$ cat config.mk
export PLATFORM = sky130hd
export DESIGN_NAME = avalon_bus_arbiter_flat
export DESIGN_NICKNAME = d
export VERILOG_FILES = /design/src/rtl/avalon_bus_arbiter_if.sv /design/src/rtl/avalon_bus_arbiter.sv /design/src/flat_wrapper.sv
export SDC_FILE = /design/constraint.sdc
export NUM_CORES = 1
export LEC_CHECK = 0
export CAP_MARGIN = 20
export CORE_AREA = 2 2 123 125
export CTS_BUF_LIST = sky130_fd_sc_hd__clkbuf_8
export DETAILED_ROUTE_END_ITERATION = 6
export DIE_AREA = 0 0 125 127
export PLACE_DENSITY = 0.54
export SYNTH_ARGS = -nofsm -noshare
export SYNTH_HDL_FRONTEND = slang
export SYNTH_SLANG_ARGS = --single-unit
$ cat constraint.sdc
create_clock -name clk -period 2.9 [get_ports clk]
set_clock_uncertainty 0.1 [all_clocks]
set_input_delay 0.58 -clock clk [delete_from_list [all_inputs] [get_ports clk]]
set_output_delay 0.58 -clock clk [all_outputs]
set_load 0.05 [all_outputs]
$ cat src/rtl/avalon_bus_arbiter_if.sv
// Avalon-MM port bundle shared by the arbiter's master and slave sides.
// The master modport is the side that issues transfers.
interface avalon_bus_arbiter_if #(
    parameter int ADDR_W = 32,
    parameter int DATA_W = 32
);
    logic [ADDR_W-1:0]   address;
    logic                read;
    logic                write;
    logic [DATA_W-1:0]   writedata;
    logic [DATA_W/8-1:0] byteenable;
    logic [DATA_W-1:0]   readdata;
    logic                waitrequest;

    modport master (
        output address, read, write,
        output writedata, byteenable,
        input  readdata, waitrequest
    );

    modport slave (
        input  address, read, write,
        input  writedata, byteenable,
        output readdata, waitrequest
    );
endinterface

$ cat src/rtl/avalon_bus_arbiter.sv
// Round-robin arbiter sharing one Avalon-MM RAM port between
// the fetch (m0) and load/store (m1) masters, with stall watchdog.
module avalon_bus_arbiter #(
    parameter int ADDR_W  = 32,
    parameter int DATA_W  = 32,
    parameter int TIMEOUT = 1000
) (
    input  logic                 clk,
    input  logic                 reset,
    avalon_bus_arbiter_if.slave  m0,
    avalon_bus_arbiter_if.slave  m1,
    avalon_bus_arbiter_if.master s,
    output logic [1:0]           grant,
    output logic                 bus_error
);
    localparam logic [1:0] IDLE = 2'b00;
    localparam logic [1:0] GNT0 = 2'b01;
    localparam logic [1:0] GNT1 = 2'b10;

    localparam int CNT_W = $clog2(TIMEOUT + 1);
    localparam logic [CNT_W-1:0] CNT_LAST =
        CNT_W'(TIMEOUT - 1);

    logic [1:0]          state;
    logic                last_ptr;
    logic [CNT_W-1:0]    stall_cnt;
    logic                req0;
    logic                req1;
    logic                cur;
    logic                cur_req;

    logic [ADDR_W-1:0]   sel_addr;
    logic                sel_rd;
    logic                sel_wr;
    logic [DATA_W-1:0]   sel_wdata;
    logic [DATA_W/8-1:0] sel_be;
    logic                wait0;
    logic                wait1;

    assign req0    = m0.read | m0.write;
    assign req1    = m1.read | m1.write;
    assign cur     = (state == GNT1);
    assign cur_req = cur ? req1 : req0;

    // Write wins when a master raises read and write together.
    always_comb begin
        sel_addr  = '0;
        sel_rd    = 1'b0;
        sel_wr    = 1'b0;
        sel_wdata = '0;
        sel_be    = '0;
        wait0     = req0;
        wait1     = req1;
        unique case (state)
            GNT0: begin
                sel_addr  = m0.address;
                sel_rd    = m0.read & ~m0.write;
                sel_wr    = m0.write;
                sel_wdata = m0.writedata;
                sel_be    = m0.byteenable;
                wait0     = s.waitrequest;
            end
            GNT1: begin
                sel_addr  = m1.address;
                sel_rd    = m1.read & ~m1.write;
                sel_wr    = m1.write;
                sel_wdata = m1.writedata;
                sel_be    = m1.byteenable;
                wait1     = s.waitrequest;
            end
            default: ;
        endcase
        if (!reset) begin
            sel_addr  = '0;
            sel_rd    = 1'b0;
            sel_wr    = 1'b0;
            sel_wdata = '0;
            sel_be    = '0;
            wait0     = 1'b1;
            wait1     = 1'b1;
        end
    end

    assign s.address      = sel_addr;
    assign s.read         = sel_rd;
    assign s.write        = sel_wr;
    assign s.writedata    = sel_wdata;
    assign s.byteenable   = sel_be;
    assign m0.waitrequest = wait0;
    assign m1.waitrequest = wait1;
    assign m0.readdata    = s.readdata;
    assign m1.readdata    = s.readdata;
    assign grant          = reset ? state : IDLE;

    // last_ptr names the master served most recently; a tie goes
    // to the other one.
    always_ff @(posedge clk or negedge reset) begin
        if (!reset) begin
            state     <= IDLE;
            last_ptr  <= 1'b1;
            stall_cnt <= '0;
            bus_error <= 1'b0;
        end else begin
            unique case (state)
                IDLE: begin
                    stall_cnt <= '0;
                    if (req0 && (!req1 || last_ptr))
                        state <= GNT0;
                    else if (req1)
                        state <= GNT1;
                end
                GNT0, GNT1: begin
                    if (!cur_req) begin
                        state     <= IDLE;
                        stall_cnt <= '0;
                    end else if (!s.waitrequest) begin
                        state     <= IDLE;
                        last_ptr  <= cur;
                        stall_cnt <= '0;
                    end else if (stall_cnt == CNT_LAST) begin
                        state     <= IDLE;
                        last_ptr  <= cur;
                        stall_cnt <= '0;
                        bus_error <= 1'b1;
                    end else begin
                        stall_cnt <= stall_cnt + CNT_W'(1);
                    end
                end
                default: begin
                    state     <= IDLE;
                    stall_cnt <= '0;
                end
            endcase
        end
    end
endmodule

$ cat src/flat_wrapper.sv
// flat-port wrapper written by rule: the top's interface ports become plain ports
module avalon_bus_arbiter_flat 
#(
    parameter int ADDR_W  = 32,
    parameter int DATA_W  = 32,
    parameter int TIMEOUT = 1000
)
  (clk, reset, grant, bus_error, m0_address, m0_read, m0_write, m0_writedata, m0_byteenable, m0_readdata, m0_waitrequest, m1_address, m1_read, m1_write, m1_writedata, m1_byteenable, m1_readdata, m1_waitrequest, s_address, s_read, s_write, s_writedata, s_byteenable, s_readdata, s_waitrequest);
  avalon_bus_arbiter_if #(.ADDR_W(ADDR_W), .DATA_W(DATA_W)) m0_i ();
  avalon_bus_arbiter_if #(.ADDR_W(ADDR_W), .DATA_W(DATA_W)) m1_i ();
  avalon_bus_arbiter_if #(.ADDR_W(ADDR_W), .DATA_W(DATA_W)) s_i ();
  input  logic clk;
  input  logic reset;
  output logic [1:0] grant;
  output logic bus_error;
  input wire logic [$bits(m0_i.address)-1:0] m0_address;
  input wire logic [$bits(m0_i.read)-1:0] m0_read;
  input wire logic [$bits(m0_i.write)-1:0] m0_write;
  input wire logic [$bits(m0_i.writedata)-1:0] m0_writedata;
  input wire logic [$bits(m0_i.byteenable)-1:0] m0_byteenable;
  output wire logic [$bits(m0_i.readdata)-1:0] m0_readdata;
  output wire logic [$bits(m0_i.waitrequest)-1:0] m0_waitrequest;
  input wire logic [$bits(m1_i.address)-1:0] m1_address;
  input wire logic [$bits(m1_i.read)-1:0] m1_read;
  input wire logic [$bits(m1_i.write)-1:0] m1_write;
  input wire logic [$bits(m1_i.writedata)-1:0] m1_writedata;
  input wire logic [$bits(m1_i.byteenable)-1:0] m1_byteenable;
  output wire logic [$bits(m1_i.readdata)-1:0] m1_readdata;
  output wire logic [$bits(m1_i.waitrequest)-1:0] m1_waitrequest;
  output wire logic [$bits(s_i.address)-1:0] s_address;
  output wire logic [$bits(s_i.read)-1:0] s_read;
  output wire logic [$bits(s_i.write)-1:0] s_write;
  output wire logic [$bits(s_i.writedata)-1:0] s_writedata;
  output wire logic [$bits(s_i.byteenable)-1:0] s_byteenable;
  input wire logic [$bits(s_i.readdata)-1:0] s_readdata;
  input wire logic [$bits(s_i.waitrequest)-1:0] s_waitrequest;
  assign m0_i.address = m0_address;
  assign m0_i.read = m0_read;
  assign m0_i.write = m0_write;
  assign m0_i.writedata = m0_writedata;
  assign m0_i.byteenable = m0_byteenable;
  assign m0_readdata = m0_i.readdata;
  assign m0_waitrequest = m0_i.waitrequest;
  assign m1_i.address = m1_address;
  assign m1_i.read = m1_read;
  assign m1_i.write = m1_write;
  assign m1_i.writedata = m1_writedata;
  assign m1_i.byteenable = m1_byteenable;
  assign m1_readdata = m1_i.readdata;
  assign m1_waitrequest = m1_i.waitrequest;
  assign s_address = s_i.address;
  assign s_read = s_i.read;
  assign s_write = s_i.write;
  assign s_writedata = s_i.writedata;
  assign s_byteenable = s_i.byteenable;
  assign s_i.readdata = s_readdata;
  assign s_i.waitrequest = s_waitrequest;
  avalon_bus_arbiter #(.ADDR_W(ADDR_W), .DATA_W(DATA_W), .TIMEOUT(TIMEOUT)) u_core (.clk(clk), .reset(reset), .m0(m0_i), .m1(m1_i), .s(s_i), .grant(grant), .bus_error(bus_error));
endmodule
# After elaboration in Yosys (flattened, before gate mapping)
# Index checks and enable logic that the tools add are counted.
# op_classes
add_sub_neg,1
n_eq_ne,6
muxes,28
bitwise,6
n_reduce_logical,8
# ops
operator,n
one-hot mux 32 bit (2 select lines),2
2-to-1 mux 32 bit,2
2-to-1 mux 10 bit,4
2-to-1 mux 2 bit,6
"adder 10 x 1 -> 10 bit, second input constant",1
"== test 10 bit, second input constant",1
2-to-1 mux 1 bit,9
one-hot mux 4 bit (2 select lines),1
2-to-1 mux 4 bit,1
"!= test 4 bit, second input constant",1
one-hot mux 1 bit (2 select lines),2
one-hot mux 2 bit (2 select lines),1
AND reduction 4 bit,1
"!= test 3 x 1 -> 1 bit, second input constant",1
AND reduction 3 bit,1
AND 1 bit,2
"== test 2 x 1 -> 1 bit, second input constant",1
"== test 2 bit, second input constant",1
logical NOT 2 bit,1
"!= test 2 x 1 -> 1 bit, second input constant",1
NOT 1 bit,2
OR 1 bit,2
AND reduction 2 bit,1
OR reduction 2 bit,1
3 further kinds,3
# word_totals
reg_bits,14
in_bits,175
output_inout_bits,139
word_cells,53

# Logic depth before layout (Yosys ltp)
# Gate-level depths: netlist of the first run.
# depth
ltp_word,6
ltp_mapped,7

# Worst setup path after synthesis of the first run
# OpenSTA, ideal clock, no wires.
# synth_path
kind,reg-to-output
from,register u_core.state[0]
to,output m1_waitrequest
arrival_time_ns,2.047
slack_ns,0.173
path_stages_with_launch,6
n_path_buf,1
cell_sequence,dfrtp_1 > inv_1 > ha_1 > clkbuf_1 > nor2b_1 > o21ai_0
# synth_via
elab_chain_len,3
# synth_lines
item,line,rtl
"start, declared",avalon_bus_arbiter.sv:24,logic [1:0] state;
"start signal, assigned",avalon_bus_arbiter.sv:99,state <= IDLE;
"start signal, assigned",avalon_bus_arbiter.sv:108,state <= GNT0;
"start signal, assigned",avalon_bus_arbiter.sv:110,state <= GNT1;
== test 2 bit,-,
via u_core.cur,avalon_bus_arbiter.sv:29,logic cur;
2-to-1 mux 1 bit,avalon_bus_arbiter.sv:54,unique case (state)
2-to-1 mux 1 bit,avalon_bus_arbiter.sv:73,if (!reset) begin
"end, declared",flat_wrapper.sv:29,output wire logic [$bits(m1_i.waitrequest)-1:0] m1_waitrequest;
# The timed path passes the listed nets, and every way through them passes these cells.

# Worst setup path after layout of the first run
# layout_path
from,input reset
to,output s_address[23]
# layout_via
elab_chain_len,1
# layout_lines
item,line,rtl
"start, declared",flat_wrapper.sv:13,input logic reset;
2-to-1 mux 32 bit,avalon_bus_arbiter.sv:73,
"end, declared",flat_wrapper.sv:30,output wire logic [$bits(s_i.address)-1:0] s_address;
# Every way passes these cells.

==> metrics, run 1 <==
Core Region=0.0144 mm2; post-synth cell types=36; Yosys top cell by area=a22oi_1; overall routing resource usage=0.126; Net Count, Synth=491; Final Hold Violating Endpoints=0; # clock sinks=14; total grt overflow=0; P per Cell Area=roughly 600 mW/mm2; Max Freq=385 MHz; Max-Cap Viols=0; placed insts=about 630; # fillers=1457; CTS resizes=0; FFs w/ async S/R, synth=1.00; die height=between 100 and 150 um; Antenna Violating Nets Remaining=0; startpoint types=primary input; final setup fails=0; accumulated negative setup slack=0 ns; Syn Area/Cell=between 6 and 7 um2; Seq/Total Area, Yosys=0.162; EDFF count, synth=0; Netlist Area Pre-Place=0.00216 mm2; clock transition at the registers of the reported paths=approximately 0.06 ns; initial antenna violation count=1; CP Max Fanout=39; Final Critical Period=2.60 ns; Final #Nets=~630; Max VDD drop=0.000309 V; clock network latency to the later pin of the worst-skew pair=0.25 ns; P&R area growth vs syn=124%; FF+latch count, synth=14; CTS max path bufs=2; Leak Pwr=1.75 nW; Critical Path RT=2.22 ns; number of global-route vias before repair=around 2.8k; vias per inst=4.39; RePlAce Congestion=0.789; DRC Markers=0; H-tree levels=1; area share of the largest cell type after synthesis=0.239; # diodes=0; final WL=10500 um; drt pass-1 iters=5; Crit Path Class=in -> out; Starting Density=0.150; Synth Flop Type=dfrtp_1; detailed placer's ending HPWL=8690 um; crit path capture type=output port; Slew headroom=0.658; Non-Filler Instances=around 640; Setup Fix Bufs, Post-CTS=0; Final period util=0.896; Critical Path AT=1.92 ns; Std-Cell Rows=44; share of post-route cells with drive strength above 1=0.200; Die W=125 um; Root Buffer=clkbuf_8; worst hold path type=reg -> reg; Iter 0 DRT Violations=between 100 and 150; port bufs=between 200 and 250; Syn. warnings=0; Pins Over Slew Limit=0; Synth area leaders=a22oi_1 (24%), buf_4 (22%), dfrtp_1 (15%); largest net degree at the start of global routing=72; DR WL/cell=16.6 um; actual slew at the worst max-slew pin=0.511 ns; io pins=314; vias=2786; status=complete, no violations; CTS buffer count=3; first-pass GRT wire length=around 16000 um; CTS tree=yes; Mapped Cells=312; CTS hold repair buffers=0; RSZ-0062 raised after global routing=no; Die Area=0.0159 mm2
## per-stage QoR
step,hold WS [ns],util,power (mW),worst slack (ns),cell area [um2]
after global routing,0.415,0.337,3.16,0.143,4860
after CTS,0.386,0.337,3.01,0.283,4860
after floorplan,0.184,-,1.84,0.173,2160
after detailed placement,0.361,0.334,2.83,0.309,4810
final,0.377,0.337,2.98,0.303,4860
after global placement,0.385,0.334,2.81,0.303,4810
## cell usage after synthesis (2+ instances only)
| cell type | count |
|---|---|
| nand2_1 | 5 |
| clkbuf_1 | 17 |
| a21oi_1 | 3 |
| nor2_1 | 81 |
| buf_4 | 64 |
| buf_2 | 5 |
| inv_1 | 5 |
| dfrtp_1 | 13 |
| a22oi_1 | 69 |
| nand4_1 | 2 |
| nand3b_1 | 2 |
| xnor2_1 | 4 |
| nand3_1 | 6 |
| and2_1 | 2 |
| ha_1 | 4 |
| xor2_1 | 4 |
| nor3_1 | 4 |
| o21ai_0 | 4 |
## cell usage in the layout (no fill, tap or decap), drive strengths merged, types with 2 or more instances in the layout
cell             n
a21oi            3
a22oi           69
and2             2
buf             80
clkbuf           3
clkdlybuf4s50  143
dfrtp           13
ha               4
inv              6
nand2            5
nand3            6
nand3b           2
nand4            2
nor2            82
nor3             4
o21ai            4
or2              2
xnor2            4
xor2             4
## logic make-up (layout without fill, tap and decap cells)
logic type / after synthesis / after routing / share of synthesized area
buffers and inverters: 93 / 232 / 0.279
and+or+nand+nor: 109 / 109 / 0.214
xor gates and xnor gates: 8 / 8 / 0.0324
AOI/OAI and AO/OA: 82 / 82 / 0.279
DFF: 14 / 14 / 0.162
muxes: 2 / 2 / 0.00983
adders and majority gates: 4 / 4 / 0.0231
## critical path, stage by stage
cell and delay [ns]:
clkdlybuf4s50_1 0.53, nand2_2 0.08, buf_4 0.25, nor2_1 0.28, buf_12 0.18
## flip-flops by register name, summed over array words and instances (netlist names)
register,cells
u_core.stall_cnt,10
u_core.state,2
u_core.bus_error,1
u_core.last_ptr,1
## path summary, 6_finish.rpt
check | depth (start not counted) | startpoint | slack [ns] | endpoint
worst max-delay path | 5 | reset | 0.30 | s_address[23]
worst min-delay path | 1 | u_core.bus_error$_DFFE_PN0P_ | 0.38 | u_core.bus_error$_DFFE_PN0P_
worst max register to register | 6 | u_core.state[0]$_DFFE_PN0P_ | 0.77 | u_core.state[1]$_DFFE_PN0P_
worst min register to register | 1 | u_core.bus_error$_DFFE_PN0P_ | 0.38 | u_core.bus_error$_DFFE_PN0P_
max in group asynchronous | 2 | reset | 1.80 | u_core.last_ptr$_DFFE_PN1P_
min in group asynchronous | 2 | reset | 0.65 | u_core.stall_cnt[3]$_DFF_PN0_
## area by class of cell
class	instances	area (um2)	share of cell area
clock inverters	1	3.75	0.000773
well taps	184	230	0.0474
clock buffers	3	41.3	0.00850
repair buffers	223	3000	0.617
multi-input cells	205	1220	0.251
flip-flops and latches	14	352	0.0724
inverters	5	18.8	0.00386
## report_power, final
part	switching (mW)	leakage [nW]	internal [mW]	total, mW
Combinational	1.43	1.53	1.13	2.56
Sequential	0.0274	0.189	0.225	0.252
Clock	0.0701	0.0269	0.0938	0.164
## layer usage
layer / wire [um] / GRT usage
met5: 0 / 0
met4: 264 / 0.0405
met3: 1040 / 0.0343
met2: 5390 / 0.225
met1: 3810 / 0.146
(Power assumes the default switching activity.)
==> run 2: changes to the inputs <==
--- a/constraint.sdc
+++ b/constraint.sdc
@@ -4,2 +4,2 @@
 set_output_delay 0.58 -clock clk [all_outputs]
-set_load 0.05 [all_outputs]
+set_load 0.01 [all_outputs]
==> run 2 against run 1 <==
Against the previous run:
- die area is the same
- sequential share of layout area grew 1.2 points
- clock power is 15% higher
- setup slack worse by 0.25 ns
- wire length down 1.7%
- global-route usage shrank 0.87 points
- flip-flop and latch count is the same
- total power down 28%
- design area fell by 14%
- critical endpoint unchanged
==> metrics, run 2 (same netlist as run 1, synthesis figures left out) <==
status=complete, no violations; P per Cell Area=515 mW/mm2; switching power total=approximately 0.95 mW; vias=2755; final instance area=0.00419 mm2; Antenna Violating Nets Remaining=0; placed insts=between 600 and 700; die height=between 100 and 150 um; CTS hold repair buffers=0; port bufs=217; CTS max path bufs=2; Die Area=0.0159 mm2; CTS tree=yes; top flop regs=u_core.stall_cnt x10, u_core.state x2; Sw Share=0.440; max reg flops=10; CTS resizes=1; Max VDD drop=0.000281 V; number of global-route vias before repair=2648; # diodes=0; CTS buffer count=3; total grt overflow=0; Internal Power=around 1.2 mW; initial antenna violation count=0; Pins Over Slew Limit=0; accumulated negative setup slack=0 ns; clock network latency to the later pin of the worst-skew pair=around 0.24 ns; Critical Path AT=2.16 ns; clock transition at the registers of the reported paths=0.06 ns; Final period util=0.980; CP Max Fanout=39; RePlAce Congestion=0.777; most frequent cells in the layout=clkdlybuf4s50_1 (216), nor2_1 (81), a22oi_1 (69); Final Hold Violating Endpoints=0; detailed placer's ending HPWL=~8600 um; first-pass GRT wire length=15000 um; P&R area growth vs syn=93.6%; io pins=314; Iter 0 DRT Violations=around 110; overall routing resource usage=0.117; Root Buffer=clkbuf_8; Clock Power Share=0.088; vias per inst=4.32; Slew headroom=0.693; Max-Cap Viols=0; Reg power frac=0.117; final WL=10300 um; Core Region=about 0.014 mm2; DR WL/cell=between 15 and 20 um; Final Critical Period=about 2.8 ns; # clock sinks=14; largest net degree at the start of global routing=46; actual slew at the worst max-slew pin=0.458 ns; commonest non-fill, non-tap cell in the layout=clkdlybuf4s50_1; Non-Filler Instances=637; final setup fails=0; Std-Cell Rows=44; startpoint types=primary input; share of post-route cells with drive strength above 1=0.0442; drt pass-1 iters=4; DRC Markers=0; Die W=about 130 um; Final #Nets=roughly 630; Max Freq=352 MHz; Leak Pwr=1.42 nW; DP Area=slightly above 0.004 mm2; worst hold path type=reg -> reg; Logic pwr share=0.795; Setup Fix Bufs, Post-CTS=0; Starting Density=0.150; crit path capture type=output port; Crit Path Class=in -> out; Critical Path RT=2.22 ns; H-tree levels=1; most flop-heavy register=u_core.stall_cnt
-- run 2: cell type report --
cell class / instances / area [um2]
sequential: 14 / 352
inverter: 5 / 18.8
multi-input combinational: 205 / 1230
fill: 1576 / 10200
tap: 184 / 230
clock buffer: 4 / 55.1
timing repair buffer: 225 / 2310
-- run 2: final timing paths --
kind / start / endpoint / slack, ns / depth (start not counted)
max: reset / s_address[23] / 0.06 / 5
min: u_core.bus_error$_DFFE_PN0P_ / u_core.bus_error$_DFFE_PN0P_ / 0.39 / 1
max reg2reg: u_core.state[0]$_DFFE_PN0P_ / u_core.state[1]$_DFFE_PN0P_ / 0.52 / 7
min reg2reg: u_core.bus_error$_DFFE_PN0P_ / u_core.bus_error$_DFFE_PN0P_ / 0.39 / 1
max in group asynchronous: reset / u_core.last_ptr$_DFFE_PN1P_ / 1.79 / 2
min in group asynchronous: reset / u_core.stall_cnt[8]$_DFF_PN0_ / 0.66 / 2
-- run 2: metrics by stage --
stage	total power [mW]	hold slack (ns)	utilization	setup slack, ns
6_report	2.16	0.389	0.291	0.0566
5_1_grt	2.31	0.420	0.291	-0.00984
4_1_cts	2.16	0.393	0.290	0.0464
3_5_place_dp	1.96	0.366	0.286	0.0237
3_3_place_gp	1.94	0.380	0.286	0.0491
2_1_floorplan	1.19	0.184	-	0.741
-- run 2: per-layer routing --
metal / up-vias / wire [um] / track usage
li1: 1313 / - / -
met1: 1257 / 3940 / 0.134
met2: 157 / 5120 / 0.207
met3: 28 / 926 / 0.0360
met4: 0 / 346 / 0.0418
met5: - / 0 / 0
-- run 2: power by group through the flow --
| stage | Sequential, mW | Clock, mW | Combinational [mW] |
|---|---|---|---|
| 6_report | 0.253 | 0.189 | 1.72 |
| 3_5_place_dp | 0.258 | 0 | 1.70 |
| 4_1_cts | 0.254 | 0.199 | 1.71 |
| 2_1_floorplan | 0.247 | 0 | 0.943 |
| 5_1_grt | 0.259 | 0.206 | 1.85 |
| 3_3_place_gp | 0.257 | 0 | 1.69 |
-- run 2: critical path, stage by stage --
cell,delay (ns)
clkdlybuf4s50_1,0.53
nand2_2,0.12
buf_12,0.18
nor2_1,0.17
clkdlybuf4s50_1,0.56
